===== config.mk =====
export PLATFORM = sky130hd
export DESIGN_NAME = pi_loop_sequencer
export DESIGN_NICKNAME = d
export VERILOG_FILES = /design/src/rtl/pi_pkg.sv /design/src/rtl/pi_integral_clamp.sv /design/src/rtl/pi_loop_sequencer.sv
export SDC_FILE = /design/constraint.sdc
export NUM_CORES = 1
export LEC_CHECK = 0
export ABC_CLOCK_PERIOD_IN_PS = 2100
export BUFFER_PORTS_ARGS = -buffer_cell sky130_fd_sc_hd__buf_2
export CORE_ASPECT_RATIO = 0.8
export CORE_MARGIN = 2
export CORE_UTILIZATION = 35
export DETAILED_ROUTE_END_ITERATION = 10
export PLACE_DENSITY_LB_ADDON = 0.08
export SETUP_SLACK_MARGIN = 0.3
export SYNTH_ARGS = -nofsm -noshare
export SYNTH_HDL_FRONTEND = slang
export SYNTH_SLANG_ARGS = --single-unit
export TNS_END_PERCENT = 30

===== constraint.sdc =====
create_clock -name clk -period 2.1 [get_ports clk]
set_input_delay 0.105 -clock clk [delete_from_list [all_inputs] [get_ports clk]]
set_output_delay 0.105 -clock clk [all_outputs]
set_load 0.1 [all_outputs]

===== src/rtl/pi_pkg.sv =====
// -----------------------------------------------------------------------------
// pi_pkg
// Shared definitions for the PI loop sequencer slice:
//   - pi_state_e          : sequencer state encoding
//   - PI_PIPE_LATENCY_DEF : default latency of the PI arithmetic pipeline
//   - PI_INTEGRAL_LIMIT_BITS_DEF : default clamp exponent for the integral
//   - clamp_upper / clamp_lower : saturation bounds for a given exponent B,
//                                 i.e. 2^B-1 and -2^B
// -----------------------------------------------------------------------------
package pi_pkg;

    typedef enum logic [1:0] {
        IDLE        = 2'd0,
        WAIT_SAMPLE = 2'd1,
        COMPUTE     = 2'd2,
        OUTPUT      = 2'd3
    } pi_state_e;

    localparam int PI_PIPE_LATENCY_DEF        = 5;
    localparam int PI_INTEGRAL_LIMIT_BITS_DEF = 24;

    // Largest value the stored integral may take: 2^bits - 1.
    function automatic logic signed [63:0] clamp_upper(input int bits);
        return (64'sd1 <<< bits) - 64'sd1;
    endfunction

    // Smallest value the stored integral may take: -2^bits.
    function automatic logic signed [63:0] clamp_lower(input int bits);
        return -(64'sd1 <<< bits);
    endfunction

endpackage


===== src/rtl/pi_integral_clamp.sv =====
// -----------------------------------------------------------------------------
// pi_integral_clamp
// Combinational signed saturator for the integral term. Limits the input to
// [-2^LIMIT_BITS, 2^LIMIT_BITS-1]; values already inside pass unchanged.
// Ports:
//   value   in  WIDTH  signed integral from the PI pipeline
//   clamped out WIDTH  saturated integral
// -----------------------------------------------------------------------------
module pi_integral_clamp
    import pi_pkg::*;
#(
    parameter int WIDTH      = 32,
    parameter int LIMIT_BITS = PI_INTEGRAL_LIMIT_BITS_DEF
) (
    input  logic signed [WIDTH-1:0] value,
    output logic signed [WIDTH-1:0] clamped
);

    localparam logic signed [63:0]      HI_64 = clamp_upper(LIMIT_BITS);
    localparam logic signed [63:0]      LO_64 = clamp_lower(LIMIT_BITS);
    localparam logic signed [WIDTH-1:0] HI    = HI_64[WIDTH-1:0];
    localparam logic signed [WIDTH-1:0] LO    = LO_64[WIDTH-1:0];

    // Saturate against the signed bounds.
    always_comb begin
        clamped = value;
        if (value > HI) begin
            clamped = HI;
        end else if (value < LO) begin
            clamped = LO;
        end else begin
            clamped = value;
        end
    end

endmodule


===== src/rtl/pi_loop_sequencer.sv =====
// -----------------------------------------------------------------------------
// pi_loop_sequencer
// Runs one PI control-loop iteration per accepted ADC sample. The accepted
// sample, setpoint, gains and current integral are registered as stable
// operands for a free-running PI pipeline; after PIPE_LATENCY+1 edges the
// pipeline results are captured, the integral is stored and the controller
// output is offered to the DAC writer.
//
// Build option: define PI_INTEGRAL_CLAMP_EN to saturate the stored integral to
// [-2^INTEGRAL_LIMIT_BITS, 2^INTEGRAL_LIMIT_BITS-1]; otherwise it wraps at
// OUTPUT_WIDTH.
//
// Ports:
//   clk, rst_L               clock, asynchronous active-low reset
//   enable                   loop run enable
//   integral_clear           zero the integral (IDLE only)
//   setpoint, kp, ki         loop targets/gains, latched per iteration
//   sample_valid/_ready/_data  ADC handshake
//   pipe_*  (out)            operands to the PI pipeline
//   pipe_integral_result, pipe_pi_result (in)  pipeline results
//   dac_valid/_ready/_data   DAC handshake
//   integral_value           stored integral
//   loop_count               completed iterations (wraps)
//   busy                     high whenever not in IDLE
// -----------------------------------------------------------------------------
module pi_loop_sequencer
    import pi_pkg::*;
#(
    parameter int INPUT_WIDTH         = 18,
    parameter int OUTPUT_WIDTH        = 32,
    parameter int PIPE_LATENCY        = PI_PIPE_LATENCY_DEF,
    parameter int INTEGRAL_LIMIT_BITS = PI_INTEGRAL_LIMIT_BITS_DEF
) (
    input  logic                    clk,
    input  logic                    rst_L,
    input  logic                    enable,
    input  logic                    integral_clear,
    input  logic [INPUT_WIDTH-1:0]  setpoint,
    input  logic [OUTPUT_WIDTH-1:0] kp,
    input  logic [OUTPUT_WIDTH-1:0] ki,
    input  logic                    sample_valid,
    output logic                    sample_ready,
    input  logic [INPUT_WIDTH-1:0]  sample_data,
    output logic [INPUT_WIDTH-1:0]  pipe_setpoint,
    output logic [INPUT_WIDTH-1:0]  pipe_actual,
    output logic [OUTPUT_WIDTH-1:0] pipe_kp,
    output logic [OUTPUT_WIDTH-1:0] pipe_ki,
    output logic [OUTPUT_WIDTH-1:0] pipe_integral_input,
    input  logic [OUTPUT_WIDTH-1:0] pipe_integral_result,
    input  logic [OUTPUT_WIDTH-1:0] pipe_pi_result,
    output logic                    dac_valid,
    input  logic                    dac_ready,
    output logic [OUTPUT_WIDTH-1:0] dac_data,
    output logic [OUTPUT_WIDTH-1:0] integral_value,
    output logic [31:0]             loop_count,
    output logic                    busy
);

    localparam int              CNT_W    = $clog2(PIPE_LATENCY + 2);
    localparam logic [CNT_W-1:0] CNT_LAST = CNT_W'(PIPE_LATENCY);

    // The clamp only makes sense when its range fits inside the integral word.
    if ((INTEGRAL_LIMIT_BITS < 1) || (INTEGRAL_LIMIT_BITS > OUTPUT_WIDTH - 2)) begin : g_limit_bits_check
        $error("INTEGRAL_LIMIT_BITS must lie in 1 .. OUTPUT_WIDTH-2");
    end

    pi_state_e               state_r;
    pi_state_e               state_nxt_s;
    logic [CNT_W-1:0]        cnt_r;
    logic                    accept_s;
    logic                    capture_s;
    logic                    xfer_s;
    logic [OUTPUT_WIDTH-1:0] integral_store_s;

    logic                    sample_ready_r;
    logic                    dac_valid_r;
    logic                    busy_r;
    logic [INPUT_WIDTH-1:0]  op_setpoint_r;
    logic [INPUT_WIDTH-1:0]  op_actual_r;
    logic [OUTPUT_WIDTH-1:0] op_kp_r;
    logic [OUTPUT_WIDTH-1:0] op_ki_r;
    logic [OUTPUT_WIDTH-1:0] op_integral_r;
    logic [OUTPUT_WIDTH-1:0] dac_data_r;
    logic [OUTPUT_WIDTH-1:0] integral_r;
    logic [31:0]             loop_count_r;

`ifdef PI_INTEGRAL_CLAMP_EN
    pi_integral_clamp #(
        .WIDTH      (OUTPUT_WIDTH),
        .LIMIT_BITS (INTEGRAL_LIMIT_BITS)
    ) u_integral_clamp (
        .value   (pipe_integral_result),
        .clamped (integral_store_s)
    );
`else
    assign integral_store_s = pipe_integral_result;
`endif

    // Next-state logic and the single-cycle event strobes.
    always_comb begin
        state_nxt_s = state_r;
        accept_s    = 1'b0;
        capture_s   = 1'b0;
        xfer_s      = 1'b0;
        case (state_r)
            IDLE: begin
                if (enable) begin
                    state_nxt_s = WAIT_SAMPLE;
                end else begin
                    state_nxt_s = IDLE;
                end
            end
            WAIT_SAMPLE: begin
                if (sample_valid && sample_ready_r) begin
                    accept_s    = 1'b1;
                    state_nxt_s = COMPUTE;
                end else if (!enable) begin
                    state_nxt_s = IDLE;
                end else begin
                    state_nxt_s = WAIT_SAMPLE;
                end
            end
            COMPUTE: begin
                // cnt_r holds the number of edges already seen since
                // acceptance, so this edge is number cnt_r+1.
                if (cnt_r == CNT_LAST) begin
                    capture_s   = 1'b1;
                    state_nxt_s = OUTPUT;
                end else begin
                    state_nxt_s = COMPUTE;
                end
            end
            OUTPUT: begin
                if (dac_valid_r && dac_ready) begin
                    xfer_s = 1'b1;
                    if (enable) begin
                        state_nxt_s = WAIT_SAMPLE;
                    end else begin
                        state_nxt_s = IDLE;
                    end
                end else begin
                    state_nxt_s = OUTPUT;
                end
            end
            default: begin
                state_nxt_s = IDLE;
            end
        endcase
    end

    // State register.
    always_ff @(posedge clk or negedge rst_L) begin
        if (!rst_L) begin
            state_r <= IDLE;
        end else begin
            state_r <= state_nxt_s;
        end
    end

    // Handshake/status flags registered from the next state, so they never
    // depend combinationally on sample_valid or dac_ready.
    always_ff @(posedge clk or negedge rst_L) begin
        if (!rst_L) begin
            sample_ready_r <= 1'b0;
            dac_valid_r    <= 1'b0;
            busy_r         <= 1'b0;
        end else begin
            sample_ready_r <= (state_nxt_s == WAIT_SAMPLE);
            dac_valid_r    <= (state_nxt_s == OUTPUT);
            busy_r         <= (state_nxt_s != IDLE);
        end
    end

    // Pipeline latency counter.
    always_ff @(posedge clk or negedge rst_L) begin
        if (!rst_L) begin
            cnt_r <= {CNT_W{1'b0}};
        end else if (accept_s) begin
            cnt_r <= {CNT_W{1'b0}};
        end else if ((state_r == COMPUTE) && !capture_s) begin
            cnt_r <= cnt_r + {{(CNT_W-1){1'b0}}, 1'b1};
        end else begin
            cnt_r <= cnt_r;
        end
    end

    // Operand registers; the integral is snapshotted at acceptance so every
    // pipe_* output stays constant until the next acceptance.
    always_ff @(posedge clk or negedge rst_L) begin
        if (!rst_L) begin
            op_setpoint_r <= {INPUT_WIDTH{1'b0}};
            op_actual_r   <= {INPUT_WIDTH{1'b0}};
            op_kp_r       <= {OUTPUT_WIDTH{1'b0}};
            op_ki_r       <= {OUTPUT_WIDTH{1'b0}};
            op_integral_r <= {OUTPUT_WIDTH{1'b0}};
        end else if (accept_s) begin
            op_setpoint_r <= setpoint;
            op_actual_r   <= sample_data;
            op_kp_r       <= kp;
            op_ki_r       <= ki;
            op_integral_r <= integral_r;
        end else begin
            op_setpoint_r <= op_setpoint_r;
            op_actual_r   <= op_actual_r;
            op_kp_r       <= op_kp_r;
            op_ki_r       <= op_ki_r;
            op_integral_r <= op_integral_r;
        end
    end

    // Controller output capture; held while the DAC writer stalls.
    always_ff @(posedge clk or negedge rst_L) begin
        if (!rst_L) begin
            dac_data_r <= {OUTPUT_WIDTH{1'b0}};
        end else if (capture_s) begin
            dac_data_r <= pipe_pi_result;
        end else begin
            dac_data_r <= dac_data_r;
        end
    end

    // Stored integral: updated on capture, cleared only while idle.
    always_ff @(posedge clk or negedge rst_L) begin
        if (!rst_L) begin
            integral_r <= {OUTPUT_WIDTH{1'b0}};
        end else if (capture_s) begin
            integral_r <= integral_store_s;
        end else if ((state_r == IDLE) && integral_clear) begin
            integral_r <= {OUTPUT_WIDTH{1'b0}};
        end else begin
            integral_r <= integral_r;
        end
    end

    // Completed-iteration counter, wraps naturally at 2^32.
    always_ff @(posedge clk or negedge rst_L) begin
        if (!rst_L) begin
            loop_count_r <= 32'd0;
        end else if (xfer_s) begin
            loop_count_r <= loop_count_r + 32'd1;
        end else begin
            loop_count_r <= loop_count_r;
        end
    end

    assign sample_ready        = sample_ready_r;
    assign dac_valid           = dac_valid_r;
    assign busy                = busy_r;
    assign pipe_setpoint       = op_setpoint_r;
    assign pipe_actual         = op_actual_r;
    assign pipe_kp             = op_kp_r;
    assign pipe_ki             = op_ki_r;
    assign pipe_integral_input = op_integral_r;
    assign dac_data            = dac_data_r;
    assign integral_value      = integral_r;
    assign loop_count          = loop_count_r;

endmodule


==> flow_summary.json, run 1 <==
{
  "status": "completed",
  "grt_first_pass_wirelength_um": 42550,
  "worst_ep_arrival_time_ps": 2160,
  "fillers": 2179,
  "synth_cells": 655,
  "htreeDepth": 1,
  "fin_skew_ps": 14.91,
  "clk_pin_slew_ps": 60,
  "start_util_pct": 35.62,
  "use_met2_pct": 32.71,
  "grt_pass1_vias": 7753,
  "worstMarginPinSlew_ps": 577.6,
  "drc": 0,
  "cts_made_buffers": 25,
  "synth_area_um2": 8992,
  "drive_above_1_share_pct": 51.23,
  "clock.fmax_mhz": 567.9,
  "vias_per_cell": 4.629,
  "setup_tns_ps": 0,
  "critPathLaunchType": "register",
  "worst_path_dominant_cell_family": "flip-flops",
  "yosysUniqueCellTypes": 31,
  "endpoint_kind": "register",
  "met1_usage_pct": 24.95,
  "syn2layout_area_growth_pct": 58.61,
  "critPathKind": "reg -> reg",
  "io_pins": 401,
  "fin_crit_sh_pct": 83.85,
  "synth.net_count": 828,
  "rsz0062_at_grt": "false",
  "grt-busiest-layer": "met2",
  "antenna_found_initial": 0,
  "grt-ovfl-total": 0,
  "dp_hpwl_um": 18410,
  "synthTopCellsByArea": "dfrtp_1 (66%), mux2_2 (17%), nand2_1 (4.9%)",
  "die-area_um2": 27000,
  "holdCritStartpoint": "enable",
  "cpPeakStageDelay_ps": 430,
  "reg2regPathDepth": 4,
  "clockBufferDepth": 3,
  "place.gp.congestion": 0.7841,
  "nets": 1416,
  "whs_path_depth": 4,
  "hp-class": "in -> reg",
  "grtUsageMet3_pct": 6.396,
  "slew_headroom_pct": 61.50,
  "syn_area_per_cell_um2": 13.73,
  "die_height_um": 147.4,
  "cp_slowest_cell": "dfrtp_2",
  "worst-path-stages": 4,
  "num_vias": 7327,
  "synth_seq_cells": 236,
  "finalSetupViolations": 0,
  "cts_num_sinks": 236,
  "gr-usage-all-layers_pct": 19.75,
  "drt_iter0_markers": 264,
  "n_antenna_cell": 0,
  "core.rowCount": 52,
  "maxCapViolations": 0,
  "synth_top_area_share_pct": 65.67,
  "ff2ff_setup_slack_ps": 340,
  "core_area_um2": 25240,
  "drv_slew": 0,
  "crit_chain": "and3_4 > and2b_4 > buf_16 > mux2_2",
  "grt_max_degree": 82,
  "worstPathRequired_ps": 2500,
  "stdcell_count": 1583,
  "synth_top_area_cell": "dfrtp_1",
  "cts_tree": "yes",
  "antenna_left": 0,
  "die_width_um": 183.2,
  "cts_root_buffer": "clkbuf_16",
  "ys_seq_area_share_pct": 65.67,
  "min_period_ps": 1761,
  "routed_wl_um": 27470,
  "cp_max_fo": 81,
  "yosys_warnings": 0,
  "clock_latency_ps": 520,
  "min_to": "state_r[0]",
  "wl_per_cell_um": 17.35,
  "portBuffers": 400,
  "placedCellCount": 1364,
  "r2r_start": "state_r[0]",
  "first_pass_iters": 4,
  "hold_viol_final": 0,
  "rr_endpoint": "pipe_setpoint[2]",
  "cp_num_buf_inv": 1
}
synthesized netlist by cell type:
cell type	count
nor4_2	1
mux2_2	132
buf_2	6
and2b_1	1
nand4_4	1
nor3b_1	2
inv_1	5
dfrtp_1	236
nor4_1	5
nor2b_1	3
or4_1	1
o21ai_0	1
a22o_1	32
and3_1	9
or2_2	1
xnor2_1	17
clkbuf_1	19
xor2_1	16
nand3_1	13
nor3_1	3
ha_1	3
nor2_1	8
a221o_1	1
a21oi_1	2
buf_1	4
or3_1	1
o22ai_1	1
nand2_1	117
and4_1	3
nand4_1	9
and2_1	2
final cells by class:
cell class	instances	area [um2]	area share [%]
Clock buffer	37	740.7	5.193
Clock inverter	6	86.33	0.6053
Inverter	5	18.77	0.1316
Multi-Input combinational cell	386	3105	21.77
Sequential cell	236	5976	41.90
Tap cell	324	405.4	2.842
Timing Repair Buffer	589	3930	27.56
per-layer routing:
metal	share of wire [%]	vias to the layer above	wire, um
met3	8.2	45	2258
met2	47	267	12980
li1	-	3452	-
met4	2.8	0	763
met1	42	3563	11460
met5	0	-	0
how the worst max path moves through the flow:
stage | start | end | slack [ps]
5_1_grt | state_r[0] | pipe_setpoint[2] | 300
3_3_place_gp | state_r[1] | loop_count[17] | 270
3_5_place_dp | state_r[1] | loop_count[19] | 240
6_report | state_r[0] | pipe_setpoint[2] | 340
4_1_cts | state_r[1] | loop_count[17] | 290
2_1_floorplan | dac_valid | loop_count[17] | 190
worst reg2reg max path: stages (launching register included):
cell and delay [ps]:
dfrtp_2 430, and3_4 200, and2b_4 190, buf_16 310, mux2_2 520
flip-flops by register name (all words and copies together), names as in the netlist, 3 cells and up:
signal               count
cnt_r                    3
dac_data                32
integral_value          32
loop_count              32
pipe_actual             18
pipe_integral_input     32
pipe_ki                 32
pipe_kp                 32
pipe_setpoint           18
cell usage in the layout, fill, tap and decap left out, types with 2 or more instances in the layout:
cell type and instances:
buf_2 400, dfrtp_1 204, and2_1 2, clkbuf_1 5, nand2_1 117, clkinv_2 2
xor2_1 16, dfrtp_2 20, xnor2_1 17, nand4_1 9, nor3b_2 2, mux2_2 132
ha_1 3, buf_12 5, a22o_1 32, inv_1 5, nor2_1 8, nand3_1 11
or4_4 2, buf_4 15, dfrtp_4 12, clkbuf_8 7, nor2b_1 2, and4_1 3
nor4_4 6, clkbuf_16 25, and3_1 8, nand3_2 2, bufinv_16 2, dlygate4sd3_1 166
logic make-up (layout without fill, tap and decap cells):
family | Yosys count | count (layout) | share of synthesized area (%)
AO/OA/AOI/OAI | 37 | 37 | 3.465
XOR/XNOR | 33 | 33 | 3.214
adder cells (fa/ha/maj) | 3 | 3 | 0.4175
buffers and inverters | 34 | 637 | 1.503
flip-flops | 236 | 236 | 65.67
multiplexers | 132 | 132 | 16.53
AND/OR/NAND/NOR | 180 | 181 | 9.197
through the flow:
stage	hold WS [ps]	util (%)	instance area, um2	worst slack (ps)
finish	81.51	56.50	14260	339.2
global route	109.5	56.50	14260	297.5
CTS	49.14	56.21	14190	288.4
detailed placement	122.6	46.22	11670	244.5
global placement	124.5	46.22	11670	272.6
floorplan	-190.6	-	9255	187.7
what timing repair did:
| action | CTS | global route |
|---|---|---|
| setup endpoints to repair | 47 | 89 |
| hold buffers | 166 | 0 |
| gates cloned | 1 | 1 |
| endpoints found under the hold margin | 258 | 0 |
| pin swaps | 1 | 4 |
| buffers inserted | 2 | 6 |
| resized for setup | 2 | 6 |
Power of run 1 is left out: the tool's default activity adds up to more than one toggle a clock period on the data nets, which glitch-free logic cannot reach.
==> inputs of run 2 (changes only) <==
Settings changed: ABC_AREA from default to 1, ABC_CLOCK_PERIOD_IN_PS 2100 to 1800.
Clock period 2.1 ns to 1.8 ns, I/O delays scaled along.
==> run 2 against run 1 <==
  * Synthesized cell count increased by 53%
  * Via count increased by 20%
  * Cell count increased by 25%
  * Non-clock buffer count increased by 13
  * Critical path type is now reg -> out
  * Largest cell class unchanged
==> flow_summary.json, run 2 <==
{
  "synth_top_area_share_pct": 61.93,
  "fin_crit_sh_pct": 84.42,
  "synth-xor-area-share_pct": 1.837,
  "min_period_ps": 1520,
  "worstPathRequired_ps": 1710,
  "final_area_um2": 15180,
  "synthSimpleGateAreaFrac_pct": 20.65,
  "fin_skew_ps": 22.54,
  "ys_seq_area_share_pct": 61.93,
  "antenna_left": 0,
  "htreeDepth": 1,
  "hold_viol_final": 0,
  "synth_seq_cells": 236,
  "fillers": 2406,
  "dp_worst_setup_slack_ps": 220.4,
  "worstMarginPinSlew_ps": 569.9,
  "r2r_start": "state_r[0]",
  "reg2regPathDepth": 4,
  "synth.net_count": 1176,
  "endpoint": "pipe_actual[7]",
  "final_common_cell": "nand2_1",
  "yosysUniqueCellTypes": 29,
  "syn_area_per_cell_um2": 9.508,
  "status": "completed",
  "cts_num_sinks": 236,
  "cts_root_buffer": "clkbuf_16",
  "wl_per_cell_um": 15.70,
  "crit_chain": "buf_2",
  "finalSetupViolations": 0,
  "clk_pin_slew_ps": 70,
  "dp_hpwl_um": 20000,
  "startpoint": "pipe_actual[7]",
  "synthTopCellsByArea": "dfrtp_1 (62%), nand2_1 (16%), inv_1 (3.9%)",
  "syn2layout_area_growth_pct": 59.18,
  "die_height_um": 151.6,
  "synth.mux.area_fraction_pct": 4.566,
  "critPathLaunchType": "register",
  "num_vias": 8775,
  "final_cell_mix": "nand2_1 (405), buf_2 (399), dfrtp_1 (203)",
  "synth_area_um2": 9537,
  "maxCapViolations": 0,
  "clock.fmax_mhz": 658.1,
  "vias_per_cell": 4.434,
  "n_antenna_cell": 0,
  "endpoint_kind": "output port",
  "grt-ovfl-total": 0,
  "cp_slowest_cell": "buf_2",
  "synthArstFlopShare_pct": 100.0,
  "drv_slew": 0,
  "ff2ff_setup_slack_ps": 280,
  "setup_tns_ps": 0,
  "synth_top_area_cell": "dfrtp_1",
  "yosys_warnings": 0,
  "drive_above_1_share_pct": 36.28,
  "hp-class": "in -> async",
  "netlist_top_cells_count": "nand2_1 (412), dfrtp_1 (236), inv_1 (100), nor2_1 (38), o21ai_0 (36)",
  "cp_num_buf_inv": 1,
  "cts_made_buffers": 27,
  "ys.flop_type": "dfrtp_1",
  "synth_cells": 1003,
  "worst-path-stages": 1,
  "synth_most_common_cell": "nand2_1",
  "place.gp.congestion": 0.8194,
  "clock_latency_ps": 550,
  "layout_setup_ws_ps": 280.4,
  "start_util_pct": 35.29,
  "die_width_um": 188.6,
  "routed_wl_um": 31070,
  "nets": 1767,
  "core_area_um2": 27030,
  "worst_ep_arrival_time_ps": 1430,
  "rsz0062_at_grt": "true",
  "rr_endpoint": "dac_data[6]",
  "io_pins": 401,
  "grt_pass1_vias": 8721,
  "first_pass_iters": 4,
  "drt_iter0_markers": 391,
  "clockBufferDepth": 3,
  "gr-usage-all-layers_pct": 20.56,
  "cp_max_fo": 2,
  "slew_headroom_pct": 62.27,
  "yosys.area_share.adder_pct": 0.3936,
  "portBuffers": 400,
  "fin_util_pct": 56.17,
  "core.rowCount": 54,
  "antenna_found_initial": 0,
  "worst_path_dominant_cell_family": "buffers and inverters",
  "die-area_um2": 28590,
  "synth_top_family_by_area": "simple AND/OR/NAND/NOR gates",
  "grt_max_degree": 64,
  "synth_edf_count": 0,
  "critPathKind": "reg -> out",
  "grt_first_pass_wirelength_um": 46860,
  "synth_compound_area_share_pct": 4.330,
  "cts_tree": "yes",
  "post_dp_cell_area_um2": 12190,
  "cpPeakStageDelay_ps": 460,
  "drc": 0
}
==> run 2: changes by cell type after synthesis, moves of 20 or more <==
cell and delta:
o21ai_0 +35, inv_1 +95, mux2_2 -120, nor2_1 +30
a22o_1 -32, nand2_1 +295, mux2_4 +20, o22ai_1 +31
buf_2 +21
==> run 2: how the worst min path moves through the flow <==
stage               start              to  cells after the start
floorplan           rst_L            busy                      0
CTS                 rst_L      state_r[0]                      2
global placement    rst_L  loop_count[13]                      1
detailed placement  rst_L  loop_count[11]                      1
finish              rst_L  loop_count[13]                      2
global route        rst_L  loop_count[11]                      2
==> run 2: what timing repair did <==
action / 4_1_cts / 5_1_grt
hold endpoints to repair: 405 / 0
gates cloned: 2 / 3
pin swaps: 2 / 11
hold buffers: 168 / 0
resized for setup: 6 / 27
endpoints found under the setup margin: 75 / 214
buffers inserted: 5 / 7
==> run 2: cells by family (layout without fill, tap and decap cells) <==
group / after synthesis / count (layout)
mux: 32 / 32
simple gates: 496 / 496
compound gates: 74 / 74
flops: 236 / 236
xor+xnor: 20 / 20
fa+ha+maj: 3 / 3
buf+inv: 142 / 754
==> run 2: routing by layer <==
layer	wire, um	GRT usage, %
met1	13410	26.31
met2	14600	34.52
met3	2338	5.896
met4	729	5.195
met5	0	0
==> run 2: area by class of cell <==
class	instances	area [um2]	area share, %
inverter	102	391.6	2.580
multi-input combinational	625	3208	21.13
clock inverter	8	133.9	0.8819
timing repair buffer	602	4178	27.52
sequential	236	5992	39.47
tap	364	455.4	3.000
clock buffer	42	822.0	5.415
==> run 2: through the flow <==
stage / instances / hold slack (ps)
after floorplan: 1003 / -205.6
after global placement: 1744 / 19.28
after detailed placement: 1744 / 18.75
after CTS: 1969 / 40.09
after global routing: 1979 / 57.23
final: 1979 / 42.91
Power of run 2 is left out for the same reason.
